<file path="config.mk">
export PLATFORM = sky130hd
export DESIGN_NAME = mem_port_arbiter
export DESIGN_NICKNAME = d
export VERILOG_FILES = /design/src/rtl/arb_pkg.sv /design/src/rtl/arb_watchdog.sv /design/src/rtl/mem_port_arbiter.sv
export SDC_FILE = /design/constraint.sdc
export NUM_CORES = 1
export LEC_CHECK = 0
export ABC_CLOCK_PERIOD_IN_PS = 4880
export BUFFER_PORTS_ARGS = -buffer_cell sky130_fd_sc_hd__buf_2
export CORE_UTILIZATION = 40
export CTS_BUF_LIST = sky130_fd_sc_hd__clkbuf_16
export CTS_CLUSTER_DIAMETER = 50
export DETAILED_ROUTE_END_ITERATION = 10
export PLACE_DENSITY = 0.7
export SKIP_CTS_REPAIR_TIMING = 1
export SLEW_MARGIN = 0
export SYNTH_ARGS = -nofsm -noshare
export SYNTH_HDL_FRONTEND = slang
export SYNTH_SLANG_ARGS = --single-unit
</file>
<file path="constraint.sdc">
create_clock -name i_clk -period 4.88 [get_ports i_clk]
set_input_delay 0.244 -clock i_clk [delete_from_list [all_inputs] [get_ports i_clk]]
set_output_delay 0.244 -clock i_clk [all_outputs]
set_load 0.01 [all_outputs]
</file>
<file path="src/rtl/arb_pkg.sv">
// Shared types and sizing helpers for the IF/LS memory port arbiter.
//   arb_state_e : arbiter FSM states
//   arb_owner_e : which requester a grant goes to
//   cnt_w()     : width of a counter that must hold 0..max_val
package arb_pkg;

  typedef enum logic [1:0] {
    IDLE    = 2'd0,
    IF_BUSY = 2'd1,
    LS_BUSY = 2'd2,
    IF_DROP = 2'd3
  } arb_state_e;

  typedef enum logic {
    OWN_IF = 1'b0,
    OWN_LS = 1'b1
  } arb_owner_e;

  localparam int DEF_MAX_LS_STREAK = 4;
  localparam int DEF_TIMEOUT       = 255;

  localparam int STREAK_W = $clog2(DEF_MAX_LS_STREAK + 1);
  localparam int TMR_W    = $clog2(DEF_TIMEOUT + 1);

  function automatic int cnt_w(input int max_val);
    return (max_val < 1) ? 1 : $clog2(max_val + 1);
  endfunction

endpackage

</file>
<file path="src/rtl/arb_watchdog.sv">
// Transaction watchdog: up-counter cleared at each grant, advanced while a
// transaction is outstanding, flags expiry on the last allowed cycle.
//   i_clk, i_rst : clock, synchronous active-high reset
//   i_clr        : restart the count (new transaction granted)
//   i_en         : a transaction is outstanding this cycle
//   o_expire     : this is the LIMIT-th outstanding cycle without completion
module arb_watchdog
  import arb_pkg::*;
#(
  parameter int LIMIT = DEF_TIMEOUT
) (
  input  logic i_clk,
  input  logic i_rst,
  input  logic i_clr,
  input  logic i_en,
  output logic o_expire
);

  localparam int CW = cnt_w(LIMIT);

  logic [CW-1:0] count;

  always_ff @(posedge i_clk) begin
    if (i_rst || i_clr) begin
      count <= '0;
    end else if (i_en && count != CW'(LIMIT)) begin
      count <= count + 1'b1;
    end
  end

  // count holds the number of cycles already spent, so the current cycle is
  // the LIMIT-th one when count reads LIMIT-1.
  always_comb begin
    o_expire = i_en && (count == CW'(LIMIT - 1));
  end

endmodule

</file>
<file path="src/rtl/mem_port_arbiter.sv">
// Arbitrates one single-ported, variable-latency memory between instruction
// fetch (IF) and the load/store unit (LS). One transaction at a time, LS has
// priority bounded by a streak counter, flushed fetches are drained silently,
// and a watchdog aborts transactions the memory never acknowledges.
//   i_clk, i_rst            : clock, synchronous active-high reset
//   i_if_*  / o_if_*        : fetch request, address, flush, data, done pulse
//   i_ls_*  / o_ls_*        : load/store request, we, addr, wdata, bmask, data, done
//   o_mem_* / i_mem_*       : memory request side, ack + read data
//   o_stall_if, o_stall_ls  : stall lines to the hazard unit
//   o_err                   : sticky timeout flag
//
// state   | meaning
// IDLE    | no transaction outstanding, arbitrate this cycle
// IF_BUSY | fetch outstanding, waiting for ack
// LS_BUSY | load/store outstanding, waiting for ack
// IF_DROP | flushed fetch still outstanding, wait for ack and discard
module mem_port_arbiter
  import arb_pkg::*;
#(
  parameter int ADDR_W        = 32,
  parameter int DATA_W        = 32,
  parameter int MAX_LS_STREAK = DEF_MAX_LS_STREAK,
  parameter int TIMEOUT       = DEF_TIMEOUT
) (
  input  logic                i_clk,
  input  logic                i_rst,
  input  logic                i_if_req,
  input  logic [ADDR_W-1:0]   i_if_addr,
  input  logic                i_if_flush,
  output logic [DATA_W-1:0]   o_if_rdata,
  output logic                o_if_vld,
  input  logic                i_ls_req,
  input  logic                i_ls_we,
  input  logic [ADDR_W-1:0]   i_ls_addr,
  input  logic [DATA_W-1:0]   i_ls_wdata,
  input  logic [DATA_W/8-1:0] i_ls_bmask,
  output logic [DATA_W-1:0]   o_ls_rdata,
  output logic                o_ls_vld,
  output logic                o_mem_req,
  output logic                o_mem_we,
  output logic [ADDR_W-1:0]   o_mem_addr,
  output logic [DATA_W-1:0]   o_mem_wdata,
  output logic [DATA_W/8-1:0] o_mem_bmask,
  input  logic                i_mem_ack,
  input  logic [DATA_W-1:0]   i_mem_rdata,
  output logic                o_stall_if,
  output logic                o_stall_ls,
  output logic                o_err
);

  localparam int SW = cnt_w(MAX_LS_STREAK);

  arb_state_e    state;
  logic [SW-1:0] streak;
  logic          if_elig;
  logic          ls_elig;
  logic          grant;
  arb_owner_e    grant_owner;
  logic          wd_expire;

  // The vld terms keep a requester that is just seeing its completion from
  // being granted again on its still-high request level.
  always_comb begin
    if_elig     = i_if_req & ~i_if_flush & ~o_if_vld;
    ls_elig     = i_ls_req & ~o_ls_vld;
    grant       = 1'b0;
    grant_owner = OWN_IF;
    if (state == IDLE) begin
      if (ls_elig && (!if_elig || streak < SW'(MAX_LS_STREAK))) begin
        grant       = 1'b1;
        grant_owner = OWN_LS;
      end else if (if_elig) begin
        grant       = 1'b1;
        grant_owner = OWN_IF;
      end
    end
    o_stall_if = i_if_req & ~o_if_vld;
    o_stall_ls = i_ls_req & ~o_ls_vld;
  end

  arb_watchdog #(.LIMIT(TIMEOUT)) u_watchdog (
    .i_clk    (i_clk),
    .i_rst    (i_rst),
    .i_clr    (grant),
    .i_en     (state != IDLE),
    .o_expire (wd_expire)
  );

  always_ff @(posedge i_clk) begin
    if (i_rst) begin
      state       <= IDLE;
      streak      <= '0;
      o_mem_req   <= 1'b0;
      o_mem_we    <= 1'b0;
      o_mem_addr  <= '0;
      o_mem_wdata <= '0;
      o_mem_bmask <= '0;
      o_if_rdata  <= '0;
      o_if_vld    <= 1'b0;
      o_ls_rdata  <= '0;
      o_ls_vld    <= 1'b0;
      o_err       <= 1'b0;
    end else begin
      o_if_vld <= 1'b0;
      o_ls_vld <= 1'b0;

      if (!i_if_req || (grant && grant_owner == OWN_IF)) begin
        streak <= '0;
      end else if (grant && if_elig && streak != SW'(MAX_LS_STREAK)) begin
        streak <= streak + 1'b1;
      end

      case (state)
        IDLE: begin
          if (grant && grant_owner == OWN_LS) begin
            state       <= LS_BUSY;
            o_mem_req   <= 1'b1;
            o_mem_we    <= i_ls_we;
            o_mem_addr  <= i_ls_addr;
            o_mem_wdata <= i_ls_wdata;
            o_mem_bmask <= i_ls_bmask;
          end else if (grant) begin
            state       <= IF_BUSY;
            o_mem_req   <= 1'b1;
            o_mem_we    <= 1'b0;
            o_mem_addr  <= i_if_addr;
            o_mem_wdata <= '0;
            o_mem_bmask <= '1;
          end
        end
        IF_BUSY: begin
          // A flush wins over a same-cycle ack: the fetch is discarded.
          if (i_if_flush) begin
            if (i_mem_ack || wd_expire) begin
              state     <= IDLE;
              o_mem_req <= 1'b0;
              o_err     <= o_err | (wd_expire & ~i_mem_ack);
            end else begin
              state <= IF_DROP;
            end
          end else if (i_mem_ack) begin
            state      <= IDLE;
            o_mem_req  <= 1'b0;
            o_if_vld   <= 1'b1;
            o_if_rdata <= i_mem_rdata;
          end else if (wd_expire) begin
            state      <= IDLE;
            o_mem_req  <= 1'b0;
            o_err      <= 1'b1;
            o_if_vld   <= 1'b1;
            o_if_rdata <= '0;
          end
        end
        LS_BUSY: begin
          if (i_mem_ack) begin
            state     <= IDLE;
            o_mem_req <= 1'b0;
            o_ls_vld  <= 1'b1;
            if (!o_mem_we) begin
              o_ls_rdata <= i_mem_rdata;
            end
          end else if (wd_expire) begin
            state      <= IDLE;
            o_mem_req  <= 1'b0;
            o_err      <= 1'b1;
            o_ls_vld   <= 1'b1;
            o_ls_rdata <= '0;
          end
        end
        IF_DROP: begin
          if (i_mem_ack) begin
            state     <= IDLE;
            o_mem_req <= 1'b0;
          end else if (wd_expire) begin
            state     <= IDLE;
            o_mem_req <= 1'b0;
            o_err     <= 1'b1;
          end
        end
        default: begin
          state     <= IDLE;
          o_mem_req <= 1'b0;
        end
      endcase
    end
  end

endmodule

</file>
==> results of run 1 <==
[per-layer routing]
layer | up-vias | track usage, %
li1 | 2779 | -
met1 | 2678 | 27.9
met2 | 259 | 36.7
met3 | 18 | 7.26
met4 | 0 | 8.29
met5 | - | 0
[cell usage in the layout (no fill, tap or decap), types with 3 or more instances in the layout]
master / n
sky130_fd_sc_hd__a211oi_1: 3
sky130_fd_sc_hd__a21oi_1: 39
sky130_fd_sc_hd__a221o_1: 28
sky130_fd_sc_hd__a221o_2: 4
sky130_fd_sc_hd__a22o_1: 3
sky130_fd_sc_hd__a22o_2: 30
sky130_fd_sc_hd__a22oi_1: 32
sky130_fd_sc_hd__a311oi_1: 3
sky130_fd_sc_hd__and2_0: 6
sky130_fd_sc_hd__and2_1: 26
sky130_fd_sc_hd__buf_2: 277
sky130_fd_sc_hd__buf_4: 12
sky130_fd_sc_hd__clkbuf_16: 17
sky130_fd_sc_hd__clkinvlp_4: 5
sky130_fd_sc_hd__dfxtp_1: 150
sky130_fd_sc_hd__ha_1: 4
sky130_fd_sc_hd__inv_1: 7
sky130_fd_sc_hd__inv_6: 3
sky130_fd_sc_hd__mux2i_1: 3
sky130_fd_sc_hd__nand2_1: 71
sky130_fd_sc_hd__nand3_1: 42
sky130_fd_sc_hd__nor2_1: 13
sky130_fd_sc_hd__nor2b_1: 37
sky130_fd_sc_hd__nor3_1: 10
sky130_fd_sc_hd__o21ai_0: 32
[sequential cells by signal (all words and copies together) (netlist names)]
| name | count |
|---|---|
| o_if_rdata | 32 |
| o_ls_rdata | 32 |
| o_mem_addr | 32 |
| o_mem_wdata | 32 |
| u_watchdog.count | 8 |
| o_mem_bmask | 4 |
| streak | 3 |
| state | 2 |
| o_err | 1 |
| o_if_vld | 1 |
| o_ls_vld | 1 |
| o_mem_req | 1 |
| o_mem_we | 1 |
[final cells by class]
cell class,count,area (sq um),area share (%)
inverters,7,26.3,0.329
multi-input cells,418,2670,33.4
clock buffers,17,425,5.33
repair buffers,289,1480,18.5
clock inverters,15,154,1.93
flip-flops and latches,150,3000,37.6
well taps,184,230,2.88
[power by group]
group | switching (mW) | internal [mW] | leakage, nW
Sequential | 0.0395 | 1.30 | 1.22
Clock | 0.529 | 0.753 | 0.267
Combinational | 0.207 | 0.170 | 2.31
Total | 0.776 | 2.22 | 3.80
[stage by stage]
stage | util, % | total power [mW]
after floorplan | - | 1.58
after global placement | 50.7 | 1.74
after detailed placement | 50.7 | 1.74
after CTS | 54.7 | 3.03
after global routing | 54.7 | 3.12
final | 54.7 | 3.00
[worst max path at each step]
stage,start,to,cells past startpoint
after floorplan,o_if_vld,o_mem_addr[10],6
after global placement,state[0],o_mem_wdata[5],5
after detailed placement,state[0],o_mem_addr[17],5
after CTS,state[0],o_mem_addr[17],5
after global routing,state[0],o_mem_addr[11],5
final,state[0],o_mem_addr[17],5
[cell families (layout without fill, tap and decap cells)]
logic type      count (synthesis)  in the layout  synth area share, %
xor+xnor                        2              2                0.292
buf+inv                        62            328                 5.95
compound gates                185            185                 23.3
flops                         150            150                 50.1
fa+ha+maj                       4              4                0.835
simple gates                  224            224                 19.0
mux                             3              3                0.501
==> Implementation_results.wiki, run 1 <==
{| class="wikitable"
! Metric !! Value
|-
| Mapped Cells || 630
|-
| Critical Path Slowest Stage Cell || sky130_fd_sc_hd__nor2_4
|-
| Synthesis warning total || 0
|-
| Number of buffers inserted during clock tree synthesis || 17
|-
| Biggest area contributors in the synthesized netlist || sky130_fd_sc_hd__dfxtp_1 50%, sky130_fd_sc_hd__a22o_2 5.0%, sky130_fd_sc_hd__a221o_1 4.7%
|-
| Finished Layout Cells || approximately 1100
|-
| Clk root buf || sky130_fd_sc_hd__clkbuf_16
|-
| DR DRC count || 0
|-
| DRT met1 WL || between 7 and 8 mm
|-
| Critical R2R Capture || o_mem_addr[17]
|-
| Synthesized netlist net count || just under 800
|-
| Worst flop-to-flop path startpoint || state[0]
|-
| Worst-case vdd ir drop || 0.215 mV
|-
| Residual antenna-violating net count after detailed routing || 0
|-
| Unrepaired setup endpoints after global routing || no
|-
| Achievable clock frequency || 443 MHz
|-
| Gr usage total || a little under a quarter
|-
| Number of placed I/O pins || 278
|-
| Number of buffers inserted by port buffering || around 280
|-
| Cell area after placement || about 0.0074 sq mm
|-
| Min Tclk post-route || ~2.3 ns
|-
| Relative max-transition margin || roughly 28%
|-
| Final HPWL from detailed placement || approximately 12 mm
|-
| Library cells used by synthesis || just under 50
|-
| Uppermost signal routing layer after detailed routing || met4
|-
| Worst hold path endpoint || o_mem_wdata[30]
|-
| Starting Density || around two fifths
|-
| Clock transition time at the flip-flop clock pins of the worst setup and hold paths || about 0.060 ns
|-
| Total buffers and inverters traversed by the critical path || 1
|-
| Worst hold slack || 0.0401 ns
|-
| Final count of pins violating max slew || 0
|-
| Leakage power total || between 3 and 4 nW
|-
| Clk Latency, worst-skew pair || 0.42 ns
|-
| Maximum clock skew at final layout || roughly 0.0095 ns
|-
| Largest net degree at the start of global routing || between 60 and 70
|-
| Required time at the endpoint of the critical path || ~5.2 ns
|-
| Max incr delay on CP || between 0.5 and 0.6 ns
|-
| Data arrival time at the worst-slack endpoint || about 2.6 ns
|-
| Period utilization || between 40% and 50%
|-
| Cell with the most instances after synthesis || sky130_fd_sc_hd__dfxtp_1
|-
| Number of max-capacitance violations reported || 0
|-
| Proportion of netlist area held by the largest area contributor || roughly half
|-
| Worst setup slack after placement || about 2.6 ns
|-
| Pin slew with the least headroom to its limit || approximately 1.1 ns
|-
| Routed vias || approximately 5700
|-
| Least setup slack across all paths after layout || roughly 2.6 ns
|-
| Post-synth ARST share || 0%
|-
| Min-Delay Startpoint || i_ls_wdata[30]
|-
| TritonCTS clock tree || built
|-
| Wirelength, routed || around 18 mm
|-
| Crit-path leading delay family || simple AND/OR/NAND/NOR gates
|-
| Routed length on met2 || roughly 8.6 mm
|-
| Outcome || complete, no violations
|-
| Wire length of the first global-routing pass || between 20 and 30 mm
|-
| Register area share after synthesis || about half
|-
| Antenna violations before repair || 0
|-
| H-Tree Level Count || 4
|-
| Cell area after technology mapping || around 0.0060 sq mm
|-
| Critical path, cell by cell || or2_0, a21oi_4, nor2_4, buf_4, a221o_1
|-
| Number of DRC markers after the initial detailed-route iteration || 390
|-
| Count of filler cells inserted in the layout || approximately 1300
|-
| Post-DR wirelength/cell || between 15 and 20 um
|-
| Total non-filler cell area in the finished layout || around 0.008 sq mm
|-
| Die width || between 100 and 150 um
|-
| ANT cells || 0
|-
| Sum of negative setup slack || 0 ns
|-
| # setup viols final || 0
|-
| First drt pass iteration count || 5
|-
| Reg2reg setup slack || between 2 and 3 ns
|-
| Placement row count || 44
|-
| Total die area || 0.0155 sq mm
|-
| EDFF count, synth || 0
|-
| Final-stage net count || approximately 1000
|-
| Synthesis-to-finish area growth || 33.2%
|-
| Crit start category || flop
|-
| Cell count of the worst hold path || 2
|-
| Type of the worst setup path || flop to flop
|-
| Routed wl met3 || roughly 1.5 mm
|-
| Depth of the most critical reg-to-reg path || 5
|-
| Highest fanout seen on the critical path || 29
|-
| Global placement routability congestion || between 0.8 and 0.9
|-
| Flip-flop and latch count after synthesis || 150
|-
| Cell type contributing the most total cell area after synthesis || sky130_fd_sc_hd__dfxtp_1
|-
| Number of hold-slack violations in the final timing report || 0
|-
| Max Buffers Root-to-Sink || 2
|-
| Die Y || around 120 um
|-
| Top cell types by occurrence after synthesis || 150 x sky130_fd_sc_hd__dfxtp_1, 71 x sky130_fd_sc_hd__nand2_1, 42 x sky130_fd_sc_hd__nand3_1, 39 x sky130_fd_sc_hd__a21oi_1, 37 x sky130_fd_sc_hd__nor2b_1
|-
| Total power divided by cell area || 376 mW/mm^2
|-
| Per-instance average area after synthesis || about 9.5 sq um
|-
| Number of global-route vias before repair || approximately 5400
|-
| Final global-route overflow total || 0
|-
| Share of cells above drive strength 1 || between 40% and 50%
|-
| Cell count after placement || 1048
|-
| Endpoint kind of the worst setup timing path || flop
|-
| Classification of the worst-slack hold path || input port to flop
|-
| Number of sinks handled by clock tree synthesis || 150
|-
| Primary FF master, synth || sky130_fd_sc_hd__dfxtp_1
|-
| Mean number of vias per cell || 5.31
|-
| Placeable core region || between 0.01 and 0.015 sq mm
|}
Note: power is estimated with default switching activity, not from simulation.
==> run 2: changes to the inputs <==
--- a/config.mk
+++ b/config.mk
@@ -5,13 +5,13 @@
 export SDC_FILE = /design/constraint.sdc
 export NUM_CORES = 1
 export LEC_CHECK = 0
-export ABC_CLOCK_PERIOD_IN_PS = 4880
+export ABC_CLOCK_PERIOD_IN_PS = 2000
 export BUFFER_PORTS_ARGS = -buffer_cell sky130_fd_sc_hd__buf_2
 export CORE_UTILIZATION = 40
 export CTS_BUF_LIST = sky130_fd_sc_hd__clkbuf_16
 export CTS_CLUSTER_DIAMETER = 50
 export DETAILED_ROUTE_END_ITERATION = 10
-export PLACE_DENSITY = 0.7
+export PLACE_DENSITY = 0.73
 export SKIP_CTS_REPAIR_TIMING = 1
 export SLEW_MARGIN = 0
 export SYNTH_ARGS = -nofsm -noshare
==> constraint.sdc (replaced) <==
create_clock -name i_clk -period 2 [get_ports i_clk]
set_input_delay 0.1 -clock i_clk [delete_from_list [all_inputs] [get_ports i_clk]]
set_output_delay 0.1 -clock i_clk [all_outputs]
set_load 0.01 [all_outputs]
==> Implementation_results.wiki, run 2 (same netlist as run 1, synthesis figures left out) <==
{| class="wikitable"
! Metric !! Value
|-
| Outcome || finished, violations left
|-
| Failing checks || hold timing
|-
| Number of buffers inserted during clock tree synthesis || 17 (unchanged)
|-
| Wirelength, routed || 20.6 mm (+15%)
|-
| Share of cells above drive strength 1 || 36.2% (-4.3 points)
|-
| Classification of the worst-slack hold path || input port to flop
|-
| First drt pass iteration count || 5 (unchanged)
|-
| Most common library cell in the layout ignoring fill and taps || sky130_fd_sc_hd__buf_2
|-
| CP startpoint || o_if_vld
|-
| Largest net degree at the start of global routing || 66 (unchanged)
|-
| Mean number of vias per cell || 5.29 (-0.32%)
|-
| Clk Latency, worst-skew pair || 0.42 ns (about the same)
|-
| Required time at the endpoint of the critical path || 2.30 ns (-2.94 ns)
|-
| Total buffers and inverters traversed by the critical path || 1 (unchanged)
|-
| Final-stage net count || 1149 (+12%)
|-
| Unrepaired setup endpoints after global routing || no
|-
| H-Tree Level Count || 4 (unchanged)
|-
| TritonCTS clock tree || built
|-
| Global placement routability congestion || 0.817 (-0.21%)
|-
| Total die area || 0.0155 sq mm (unchanged)
|-
| Type of the worst setup path || flop to flop
|-
| Critical Path Slowest Stage Cell || sky130_fd_sc_hd__or3b_4
|-
| Sum of negative setup slack || 0 ns (unchanged)
|-
| Final global-route overflow total || 0 (unchanged)
|-
| Worst hold slack || -0.0419 ns (-0.0820 ns)
|-
| Max incr delay on CP || 0.43 ns (-0.10 ns)
|-
| Die Y || 124 um (unchanged)
|-
| Leakage power total || 4.36 nW (+15%)
|-
| Number of DRC markers after the initial detailed-route iteration || 356 (-8.7%)
|-
| Clk root buf || sky130_fd_sc_hd__clkbuf_16
|-
| Endpoint kind of the worst setup timing path || flop
|-
| Top library cells by usage in the layout, fill and taps aside || 277 x sky130_fd_sc_hd__buf_2, 150 x sky130_fd_sc_hd__dfxtp_1, 114 x sky130_fd_sc_hd__dlygate4sd3_1
|-
| Die width || 124 um (unchanged)
|-
| Critical R2R Capture || o_mem_addr[18]
|-
| Post-DR wirelength/cell || 17.1 um (+3.3%)
|-
| Antenna violations before repair || 2 (+2)
|-
| Min Tclk post-route || 1.86 ns (-0.395 ns)
|-
| Placeable core region || 0.0146 sq mm (unchanged)
|-
| DR DRC count || 0 (unchanged)
|-
| Cell count of the worst hold path || 3 (+1)
|-
| Number of placed I/O pins || 278 (unchanged)
|-
| Reg2reg setup slack || 0.14 ns (-2.49 ns)
|-
| Min-Delay Startpoint || i_ls_bmask[2]
|-
| Synthesis-to-finish area growth || 54.5%
|-
| Critical Path Stages || 5 (unchanged)
|-
| Total power divided by cell area || 828 mW/mm^2 (+120%)
|-
| Wire length of the first global-routing pass || 28.3 mm (+0.34%)
|-
| Crit-path leading delay family || simple AND/OR/NAND/NOR gates
|-
| Clock transition time at the flip-flop clock pins of the worst setup and hold paths || 0.06 ns (about the same)
|-
| Depth of the most critical reg-to-reg path || 5 (unchanged)
|-
| Number of hold-slack violations in the final timing report || 7 (+7)
|-
| Number of global-route vias before repair || 5544 (+3.4%)
|-
| Achievable clock frequency || 537 MHz (+21%)
|-
| Number of buffers inserted by port buffering || 277 (unchanged)
|-
| Number of sinks handled by clock tree synthesis || 150 (unchanged)
|-
| Residual antenna-violating net count after detailed routing || 0 (unchanged)
|-
| Final count of pins violating max slew || 0 (unchanged)
|-
| Worst hold path endpoint || o_mem_bmask[2]
|-
| Starting Density || 41.1% (unchanged)
|-
| Data arrival time at the worst-slack endpoint || 2.16 ns (-0.46 ns)
|-
| Period utilization || 93.2% (+47 points)
|-
| Final HPWL from detailed placement || 12.3 mm (-1.3%)
|-
| Maximum clock skew at final layout || 0.00991 ns (+0.000402 ns)
|-
| Worst flop-to-flop path startpoint || o_if_vld
|-
| Crit start category || flop
|-
| Critical path, cell by cell || or3b_4, a21oi_4, nor2_4, buf_4, a221o_1
|-
| Relative max-transition margin || 51.6% (+24 points)
|-
| Max Buffers Root-to-Sink || 2 (unchanged)
|-
| Number of max-capacitance violations reported || 0 (unchanged)
|-
| Worst-case vdd ir drop || 0.732 mV (+240%)
|-
| Pwr Total || 7.66 mW (+160%)
|-
| Routed vias || 6372 (+11%)
|-
| Placement row count || 44 (unchanged)
|-
| Pin slew with the least headroom to its limit || 0.724 ns (-0.359 ns)
|-
| Highest fanout seen on the critical path || 29 (unchanged)
|-
| # setup viols final || 0 (unchanged)
|-
| Gr usage total || 22.7% (+0.067 points)
|}
## run 2: changes by cell type in the layout (fill, tap and decap cells not counted), moves of 2 or more
cell,before,now
sky130_fd_sc_hd__dlygate4sd3_1,0,114
sky130_fd_sc_hd__buf_4,12,17
sky130_fd_sc_hd__buf_12,0,4
sky130_fd_sc_hd__inv_1,7,11
sky130_fd_sc_hd__clkinvlp_4,5,3
sky130_fd_sc_hd__inv_6,3,1
## run 2: how the worst max path moves through the flow
stage / to / slack (ns)
after CTS: o_mem_addr[14] / 0.15
after floorplan: o_mem_addr[10] / 0.23
after detailed placement: o_mem_addr[14] / 0.17
after global placement: o_mem_addr[23] / 0.23
final: o_mem_addr[18] / 0.14
after global routing: o_mem_addr[7] / 0.06
## run 2: tightest hold or removal path, stage by stage
cell and delay (ns):
sky130_fd_sc_hd__buf_2 0.08, sky130_fd_sc_hd__nor2b_1 0.04, sky130_fd_sc_hd__nor3_1 0.11
## run 2: metrics by stage
step	instance area [sq um]	setup slack (ns)	util (%)	instances
after floorplan	5990	0.234	-	630
after global placement	7520	0.225	51.5	1057
after detailed placement	7520	0.172	51.5	1057
after CTS	8110	0.147	55.6	1089
after global routing	9250	0.0599	63.4	1203
final	9260	0.136	63.4	1204
## run 2: power breakdown
| part | switching [mW] | internal (mW) | total [mW] | leakage [nW] |
|---|---|---|---|---|
| combinational | 0.570 | 0.588 | 1.16 | 2.84 |
| sequential | 0.103 | 3.17 | 3.27 | 1.22 |
| clock | 1.28 | 1.95 | 3.23 | 0.292 |
## run 2: cell type report
| class | instances | area (sq um) |
|---|---|---|
| well taps | 184 | 230 |
| flip-flops and latches | 150 | 3000 |
| clock inverters | 15 | 166 |
| fillers | 1180 | 5330 |
| repair buffers | 412 | 2740 |
| inverters | 7 | 26.3 |
| multi-input cells | 418 | 2670 |
| diodes | 1 | 2.50 |
| clock buffers | 17 | 425 |
## run 2: routing by layer
| layer | up-vias | share of wire [%] | GRT usage (%) |
|---|---|---|---|
| li1 | 3020 | - | - |
| met1 | 3012 | 41 | 27.6 |
| met2 | 299 | 49 | 37.3 |
| met3 | 39 | 7.9 | 7.22 |
| met4 | 2 | 2.3 | 8.43 |
| met5 | - | 0.063 | 0 |
